`src/rtl/proc_core_pkg.sv`:
```
// Shared types and instruction-field positions for the multicycle core.
// Field LSBs are given as offsets down from the top of the word, so they hold for any DATA_W >= 9.
package proc_core_pkg;

  typedef enum logic [2:0] {
    OP_MV   = 3'b000,
    OP_MVI  = 3'b001,
    OP_ADD  = 3'b010,
    OP_SUB  = 3'b011,
    OP_LD   = 3'b100,
    OP_ST   = 3'b101,
    OP_MVNZ = 3'b110,
    OP_AND  = 3'b111
  } opcode_e;

  typedef enum logic [2:0] {
    IDLE, FETCH, DECODE, IMM, ALU, WB, MEM, DONE
  } state_e;

  localparam int FIELD_W = 9;
  localparam int OP_OFS  = 3;
  localparam int X_OFS   = 6;
  localparam int Y_OFS   = 9;

  function automatic int field_lsb(input int data_w, input int ofs);
    return data_w - ofs;
  endfunction

endpackage

```
`src/rtl/proc_core_if.sv`:
```
// Core-to-memory request port: mem_req is held until mem_ack, which also qualifies mem_rdata.
// The master keeps address, direction and write data stable while waiting.
interface proc_core_if #(
  parameter int DATA_W = 9,
  parameter int ADDR_W = 5
) ();

  logic              mem_req;
  logic              mem_we;
  logic [ADDR_W-1:0] mem_addr;
  logic [DATA_W-1:0] mem_wdata;
  logic              mem_ack;
  logic [DATA_W-1:0] mem_rdata;

  modport master (
    output mem_req, mem_we, mem_addr, mem_wdata,
    input  mem_ack, mem_rdata
  );

  modport slave (
    input  mem_req, mem_we, mem_addr, mem_wdata,
    output mem_ack, mem_rdata
  );

endinterface

```
`src/rtl/proc_alu.sv`:
```
// Combinational add/sub/and with zero detect; result is used in the same cycle.
// Any opcode other than sub/and computes the sum.
module proc_alu
  import proc_core_pkg::*;
#(
  parameter int DATA_W = 9
) (
  input  opcode_e           op_i,
  input  logic [DATA_W-1:0] a_i,
  input  logic [DATA_W-1:0] b_i,
  output logic [DATA_W-1:0] res_o,
  output logic              zero_o
);

  always_comb begin
    res_o = a_i + b_i;
    case (op_i)
      OP_SUB:  res_o = a_i + ~b_i + 1'b1;
      OP_AND:  res_o = a_i & b_i;
      default: res_o = a_i + b_i;
    endcase
  end

  assign zero_o = (res_o == '0);

endmodule

```
`src/rtl/proc_core_p.sv`:
```
// Multicycle core, R7 = PC, fetching over a req/ack port: 3-5 cycles per instruction plus one per wait.
// A pending memory request stalls the FSM in FETCH/IMM/MEM with its request fields held.
module proc_core_p
  import proc_core_pkg::*;
#(
  parameter int DATA_W = 9,
  parameter int ADDR_W = 5
) (
  input  logic              clk,
  input  logic              resetn,
  input  logic              run,
  proc_core_if.master       bus,
  output logic              done,
  output logic [DATA_W-1:0] ir_o,
  output logic [DATA_W-1:0] pc_o,
  output logic              zero_o
);

  localparam int OP_LSB = field_lsb(DATA_W, OP_OFS);
  localparam int X_LSB  = field_lsb(DATA_W, X_OFS);
  localparam int Y_LSB  = field_lsb(DATA_W, Y_OFS);

  state_e            state_q;
  logic [DATA_W-1:0] r_q [8];
  logic [DATA_W-1:0] a_q, g_q, ir_q, wdata_q;
  logic [ADDR_W-1:0] addr_q;
  logic              zero_q, req_q, we_q, done_q;

  opcode_e           op;
  logic [2:0]        rx, ry;
  logic [DATA_W-1:0] pc_inc_d, alu_res_d;
  logic              alu_zero_d;

  assign op       = opcode_e'(ir_q[OP_LSB +: 3]);
  assign rx       = ir_q[X_LSB +: 3];
  assign ry       = ir_q[Y_LSB +: 3];
  assign pc_inc_d = r_q[7] + 1'b1;

  proc_alu #(.DATA_W(DATA_W)) u_alu (
    .op_i  (op),
    .a_i   (a_q),
    .b_i   (r_q[ry]),
    .res_o (alu_res_d),
    .zero_o(alu_zero_d)
  );

  always_ff @(posedge clk) begin
    if (!resetn) begin
      for (int i = 0; i < 8; i++) r_q[i] <= '0;
      a_q     <= '0;
      g_q     <= '0;
      ir_q    <= '0;
      wdata_q <= '0;
      addr_q  <= '0;
      zero_q  <= 1'b0;
      req_q   <= 1'b0;
      we_q    <= 1'b0;
      done_q  <= 1'b0;
      state_q <= IDLE;
    end else begin
      done_q <= 1'b0;
      case (state_q)
        IDLE: begin
          if (run) begin
            req_q   <= 1'b1;
            we_q    <= 1'b0;
            addr_q  <= r_q[7][ADDR_W-1:0];
            state_q <= FETCH;
          end
        end
        FETCH: begin
          if (bus.mem_ack) begin
            ir_q    <= bus.mem_rdata;
            r_q[7]  <= pc_inc_d;
            req_q   <= 1'b0;
            state_q <= DECODE;
          end
        end
        DECODE: begin
          case (op)
            OP_MV, OP_MVNZ: begin
              if (op == OP_MV || !zero_q) r_q[rx] <= r_q[ry];
              done_q  <= 1'b1;
              state_q <= DONE;
            end
            OP_MVI: begin
              req_q   <= 1'b1;
              we_q    <= 1'b0;
              addr_q  <= r_q[7][ADDR_W-1:0];
              state_q <= IMM;
            end
            OP_LD, OP_ST: begin
              req_q   <= 1'b1;
              we_q    <= (op == OP_ST);
              addr_q  <= r_q[ry][ADDR_W-1:0];
              wdata_q <= r_q[rx];
              state_q <= MEM;
            end
            default: begin
              a_q     <= r_q[rx];
              state_q <= ALU;
            end
          endcase
        end
        IMM: begin
          if (bus.mem_ack) begin
            // Order matters: mvi R7 must land the immediate, not PC+1.
            r_q[7]  <= pc_inc_d;
            r_q[rx] <= bus.mem_rdata;
            req_q   <= 1'b0;
            done_q  <= 1'b1;
            state_q <= DONE;
          end
        end
        ALU: begin
          g_q     <= alu_res_d;
          zero_q  <= alu_zero_d;
          state_q <= WB;
        end
        WB: begin
          r_q[rx] <= g_q;
          done_q  <= 1'b1;
          state_q <= DONE;
        end
        MEM: begin
          if (bus.mem_ack) begin
            if (!we_q) r_q[rx] <= bus.mem_rdata;
            req_q   <= 1'b0;
            we_q    <= 1'b0;
            done_q  <= 1'b1;
            state_q <= DONE;
          end
        end
        DONE: begin
          if (run) begin
            req_q   <= 1'b1;
            we_q    <= 1'b0;
            addr_q  <= r_q[7][ADDR_W-1:0];
            state_q <= FETCH;
          end else begin
            state_q <= IDLE;
          end
        end
      endcase
    end
  end

  assign bus.mem_req   = req_q;
  assign bus.mem_we    = we_q;
  assign bus.mem_addr  = addr_q;
  assign bus.mem_wdata = wdata_q;
  assign done          = done_q;
  assign ir_o          = ir_q;
  assign pc_o          = r_q[7];
  assign zero_o        = zero_q;

endmodule

```
`src/flat_wrapper.sv`:
```
// flat-port wrapper written by rule: the top's interface ports become plain ports
module proc_core_p_flat import proc_core_pkg::*;
#(
  parameter int DATA_W = 9,
  parameter int ADDR_W = 5
)
  (clk, resetn, run, done, ir_o, pc_o, zero_o, bus_mem_req, bus_mem_we, bus_mem_addr, bus_mem_wdata, bus_mem_ack, bus_mem_rdata);
  proc_core_if #(.DATA_W(DATA_W), .ADDR_W(ADDR_W)) bus_i ();
  input  logic clk;
  input  logic resetn;
  input  logic run;
  output logic done;
  output logic [DATA_W-1:0] ir_o;
  output logic [DATA_W-1:0] pc_o;
  output logic zero_o;
  output wire logic [$bits(bus_i.mem_req)-1:0] bus_mem_req;
  output wire logic [$bits(bus_i.mem_we)-1:0] bus_mem_we;
  output wire logic [$bits(bus_i.mem_addr)-1:0] bus_mem_addr;
  output wire logic [$bits(bus_i.mem_wdata)-1:0] bus_mem_wdata;
  input wire logic [$bits(bus_i.mem_ack)-1:0] bus_mem_ack;
  input wire logic [$bits(bus_i.mem_rdata)-1:0] bus_mem_rdata;
  assign bus_mem_req = bus_i.mem_req;
  assign bus_mem_we = bus_i.mem_we;
  assign bus_mem_addr = bus_i.mem_addr;
  assign bus_mem_wdata = bus_i.mem_wdata;
  assign bus_i.mem_ack = bus_mem_ack;
  assign bus_i.mem_rdata = bus_mem_rdata;
  proc_core_p #(.DATA_W(DATA_W), .ADDR_W(ADDR_W)) u_core (.clk(clk), .resetn(resetn), .run(run), .bus(bus_i), .done(done), .ir_o(ir_o), .pc_o(pc_o), .zero_o(zero_o));
endmodule
```
`config.mk`:
```
export PLATFORM = sky130hd
export DESIGN_NAME = proc_core_p_flat
export DESIGN_NICKNAME = d
export VERILOG_FILES = /design/src/rtl/proc_core_pkg.sv /design/src/rtl/proc_core_if.sv /design/src/rtl/proc_alu.sv /design/src/rtl/proc_core_p.sv /design/src/flat_wrapper.sv
export SDC_FILE = /design/constraint.sdc
export NUM_CORES = 1
export LEC_CHECK = 0
export CAP_MARGIN = 10
export CORE_MARGIN = 5
export CORE_UTILIZATION = 50
export DETAILED_ROUTE_END_ITERATION = 16
export PLACE_DENSITY = 0.67
export SYNTH_ARGS = -nofsm -noshare
export SYNTH_HDL_FRONTEND = slang
export SYNTH_SLANG_ARGS = --single-unit
```
`constraint.sdc`:
```
create_clock -name clk -period 9.4 [get_ports clk]
set_clock_uncertainty 0.1 [all_clocks]
set_input_delay 1.41 -clock clk [delete_from_list [all_inputs] [get_ports clk]]
set_output_delay 1.41 -clock clk [all_outputs]
set_load 0.03 [all_outputs]
```
[Word-level counts from Yosys, hierarchy flattened]
Memories as Yosys holds them, arrays and structs flattened. A register that Yosys moved wholly into a read port is not among the register bits.
Index checks and enable logic that the tools add are counted.
Widths: inputs -> output; s select.
Storage, ports and cells
  flip-flop bits (word level): 48
  latch bits: 0
  RAM bits: 72
  ROM bits: 0
  input port bits: 13
  output and inout bits: 36
  logic and storage cells: 123
  memories: 1
Memory list
  u_core.r_q: words 8, width 9, rd ports 3, clocked after memory_dff 2, wr ports 8, RTL line proc_core_p.sv:24  | logic [DATA_W-1:0] r_q [8];
Operators by class
  add/subtract/negate cells: 4
  multiply operators: 0
  div/mod/pow operators: 0
  $lt $le $gt $ge: 0
  equal/unequal tests: 22
  shifts and indexed selects: 0
  mux-type cells: 52
  bitwise gates (word level): 11
  reduce and logical (&&, ||, !) cells: 23
Operators by type and width (count)
  $mux 9: 6
  $mux 1: 28
  $eq 3x3->1 const B: 8
  $mux 3: 8
  $pmux 3 s7: 1
  $pmux 5 s2: 2
  $add 9x1->9 const B: 2
  $add 9x9->9: 2
  $pmux 9 s2: 1
  $and 9x9->9: 1
  $eq 3x2->1 const B: 3
  $logic_not 9->1: 1
  $not 9->9: 1
  $pmux 1 s3: 3
  $pmux 3 s3: 1
  $reduce_or 9->1: 1
  $ne 2x2->1 const B: 4
  $reduce_and 4->1: 2
  $reduce_or 2->1: 4
  $eq 3x1->1 const B: 2
  $logic_not 3->1: 2
  $ne 2x1->1 const B: 3
  $reduce_and 2->1: 3
  $reduce_and 3->1: 2
  13 further kinds: 21

[Logic depth before layout (Yosys ltp)]
  word-level depth: 13
  mapped depth: 14
  gate-level depth less buffers: 12

[Hierarchy]
From an unflattened synthesis, not the netlist that was laid out.
Unflattened totals
  cell total of the unflattened synthesis: 715
  area total of the unflattened synthesis: 7213.2 um2
By module, submodules not included
  proc_core_p: instances 1, cells each 576, area an instance 6248.5 um2, sequential area each 3243.1 um2
  proc_alu: instances 1, cells each 139, area an instance 964.7 um2, sequential area each 0.0 um2

[Least setup slack after synthesis]
No wires, ideal clock.
  path kind: input port to flip-flop
  start: input port bus_mem_ack
  end: memory u_core.r_q[7][0] (enable)
  setup time: 0.343 ns
  arrival time: 3.003 ns
  data required time: 8.957 ns
  slack: 5.954 ns
  cell stages on the path: 9
  path buffers: 3
  path through: clkbuf_1 > and4bb_2 > o21ai_0 > a31oi_1 > and2_1 > buf_2 > nand3_2 > buf_2 > nand3_1
RTL lines
  start: declaration: RTL line flat_wrapper.sv:20  | input wire logic [$bits(bus_i.mem_ack)-1:0] bus_mem_ack;
  end: declaration: RTL line proc_core_p.sv:24

==> out/metrics.cfg <==
[outcome]
outcome = finished, final reports clean

[cells_and_area]
antenna_cells = 0
multi_input_comb_area_um2 = 3661
drive_gt1_share_pct = 11.40
num-fill-cells = 1170
footprint_of_the_flip_flops_and_latches_um2 = 3243
finish.net_count = 724
area_delta_synth_final_pct = 15.53

[clock_network]
clock_latency_ns = 0.42
cts.reportedPaths.clkPinSlew_ns = 0.06
sink_count_of_the_clock_tree = 126
clockBufferDepth = 2
ctsRootBufferMaster = sky130_fd_sc_hd__clkbuf_16
htreeDepth = 4
hold_buffers = 0
post_cts_resize_count = 0
post-cts-setup-buffer-count = 0
cts_inserted_buffers = 17
tritoncts_clock_tree = done

[floorplan]
initial_core_util_pct = 51.32
die_height_um = 129.8
number_of_core_rows = 43
floorplan.io_pins = 49
design.core.area_um2 = 13990
die-area_um2 = 16860
floorplan.die.width_um = 129.8

[yosys]
synth_cells = 663
post_synth_most_frequent_cells = 112 x sky130_fd_sc_hd__nor2_1, 72 x sky130_fd_sc_hd__edfxtp_1, 54 x sky130_fd_sc_hd__dfxtp_1, 44 x sky130_fd_sc_hd__nand2_1, 28 x sky130_fd_sc_hd__a21oi_1
edff_count_synth = 72
yosysMostFrequentCell = sky130_fd_sc_hd__nor2_1
ranking_of_synthesized_cells_by_area = sky130_fd_sc_hd__edfxtp_1 30%, sky130_fd_sc_hd__dfxtp_1 15%, sky130_fd_sc_hd__mux4_2 6.3%, sky130_fd_sc_hd__mux4_1 5.9%, sky130_fd_sc_hd__nor2_1 5.9%
synthArstFlopShare_pct = 0
synthesis.nets = 698
synth_flop_cell = sky130_fd_sc_hd__edfxtp_1
postSynthRegisterBits = 126
portion_of_the_post_synthesis_area_used_by_sequential_elements_pct = 45.17
synthDominantCellAreaShare_pct = 30.12
netlist_area_um2 = 7179
avgSynthCellArea_um2 = 10.83
yosys_warnings = 0
distinct_cells_synth = 64
synth_top_cell_by_area = sky130_fd_sc_hd__edfxtp_1

[timing]
unrepaired_setup_endpoints_after_global_routing = no
finalHoldViolations = 0
timing.slew.headroom_pct = 19.57
achievable_frequency_mhz = 208.3
layout_min_cycle_time_ns = 4.801
final_max_slew_viol_count = 0
worst_margin_pin_slew_ns = 1.202
setup_viol = 0
final_min_period_over_clock_period_pct = 51.08
totalNegativeSetupSlack_ns = 0

[detailed_routing]
wire_per_inst_um = 22.80
firstDrtPassIters = 5
detail-route-antenna-nets = 0
detail_route.wirelength.met1_mm = 8.173
routed_wirelength_mm = 20.11
via_count = 5460
met3_length_mm = 1.501
number_of_remaining_drc_errors = 0
post_drt_via_cell_ratio = 6.190
dr_wl_met2_mm = 9.954
maxUsedRoutingLayer = met4
number_of_design_rule_violations_left_by_the_first_detailed_router_iteration = 673

[placement]
gp_congestion = 0.8830
count_of_buffers_from_port_buffering = 48
place.detailed.hpwl_mm = 14.80

[pwr]
netSwitchingFraction_pct = 28.21
clockPowerShare_pct = 42.4
power.total_uw = 1538
p_seq_share_pct = 42.0
max-vdd-ir-drop_v = 0.0001781
power_report.internal_total_uw = 1104
comb_power_share_pct = 15.6
power_switching_uw = 433.9
power_per_cell_area_nw_per_um2 = 185.4
power.leakage_uw = 0.003000

[global_route]
grt_max_degree = 37
track_usage_pct = 24.73
grt_overflow_total = 0
grt_pass1_vias = 5345
grt_first_pass_wirelength_mm = 30.91
grt_antenna_before_repair = 0

[flow_run]
max_cap_violations = 0

[worst_setup_path]
worstSetupEndpointType = flip-flop
arrival_ns = 4.85
crit_fanout = 36
startpoint_type = primary input
startpoint = resetn
category_of_the_critical_setup_timing_path = in -> reg
cp.required_ns = 9.45

[min_path]
worst_hold_check_path_type = reg -> reg
hp-start = u_core.g_q[1]$_SDFFE_PN0P_

registers in the layout, summed over array words and instances (netlist names), named ones only:
name / count
u_core.a_q: 9
u_core.done: 1
u_core.r_q: 72
u_core.bus.mem_wdata: 9
u_core.state_q: 3
u_core.bus.mem_we: 1
u_core.ir_o: 9
u_core.bus.mem_addr: 5
u_core.zero_o: 1
u_core.bus.mem_req: 1
u_core.g_q: 9
metrics by stage:
stage	area, um2	setup slack [ns]	utilization (%)	hold WS [ns]	instances
floorplan	7179	5.954	-	0.3366	663
global placement	7696	4.328	55.02	0.3553	850
detailed placement	7696	4.287	55.02	0.3533	850
CTS	8294	4.712	59.29	0.3685	882
global route	8294	4.299	59.29	0.3792	882
finish	8294	4.599	59.29	0.3702	882
area by class of cell:
type / instances / area share, %
Tap cell: 180 / 2.715
Sequential cell: 126 / 39.10
Inverter: 21 / 0.9504
Timing Repair Buffer: 49 / 5.883
Clock inverter: 9 / 0.8146
Multi-Input combinational cell: 474 / 44.14
Clock buffer: 23 / 6.396
routing by layer:
metal | global-route usage, % | up-vias
met1 | 31.31 | 2665
li1 | - | 2528
met5 | 0 | -
met3 | 6.754 | 35
met2 | 41.37 | 232
met4 | 8.130 | 0
power groups by stage:
stage               Clock, uW  Sequential (uW)  Combinational (uW)
floorplan                   0              645                 164
global placement            0              655                 232
detailed placement          0              656                 237
CTS                       653              645                 238
global route              678              649                 258
finish                    651              646                 240
cell usage in the layout, fill, tap and decap left out, types with 19 or more instances in the layout:
master,instances
sky130_fd_sc_hd__mux4_2,20
sky130_fd_sc_hd__a211oi_1,21
sky130_fd_sc_hd__ha_1,20
sky130_fd_sc_hd__inv_1,19
sky130_fd_sc_hd__clkdlybuf4s50_1,48
sky130_fd_sc_hd__a21oi_1,28
sky130_fd_sc_hd__nand3_1,19
sky130_fd_sc_hd__edfxtp_1,72
sky130_fd_sc_hd__nor2_1,112
sky130_fd_sc_hd__dfxtp_1,54
sky130_fd_sc_hd__o21ai_0,24
sky130_fd_sc_hd__nand2_1,44
sky130_fd_sc_hd__clkbuf_16,19
worst max-delay path, cell delays in order:
cell	delay, ns
sky130_fd_sc_hd__clkdlybuf4s50_1	1.01
sky130_fd_sc_hd__inv_2	0.48
sky130_fd_sc_hd__nor2_1	0.74
sky130_fd_sc_hd__nand2_1	0.19
sky130_fd_sc_hd__nand2b_1	0.24
sky130_fd_sc_hd__o21ai_0	0.14
sky130_fd_sc_hd__a22oi_2	0.51
sky130_fd_sc_hd__nor2_1	0.12
cells by family (layout without fill, tap and decap cells):
family	after synthesis	count (layout)	synth area share, %
AOI/OAI and AO/OA	137	137	13.56
xor gates and xnor gates	17	17	2.074
adders and majority gates	22	22	4.043
buffers and inverters	63	102	3.834
DFF	126	126	45.17
muxes	64	64	16.24
and+or+nand+nor	234	234	15.07
worst paths after layout:
path | endpoint | slack (ns) | cells after the start
max reg2reg | u_core.g_q[6]$_SDFFE_PN0P_ | 4.91 | 11
min | u_core.g_q[1]$_SDFFE_PN0P_ | 0.37 | 2
max | u_core.r_q[3][3]$_SDFFCE_PN0P_ | 4.60 | 8
min reg2reg | u_core.g_q[1]$_SDFFE_PN0P_ | 0.37 | 2
Power figures use the tool's default switching activity.
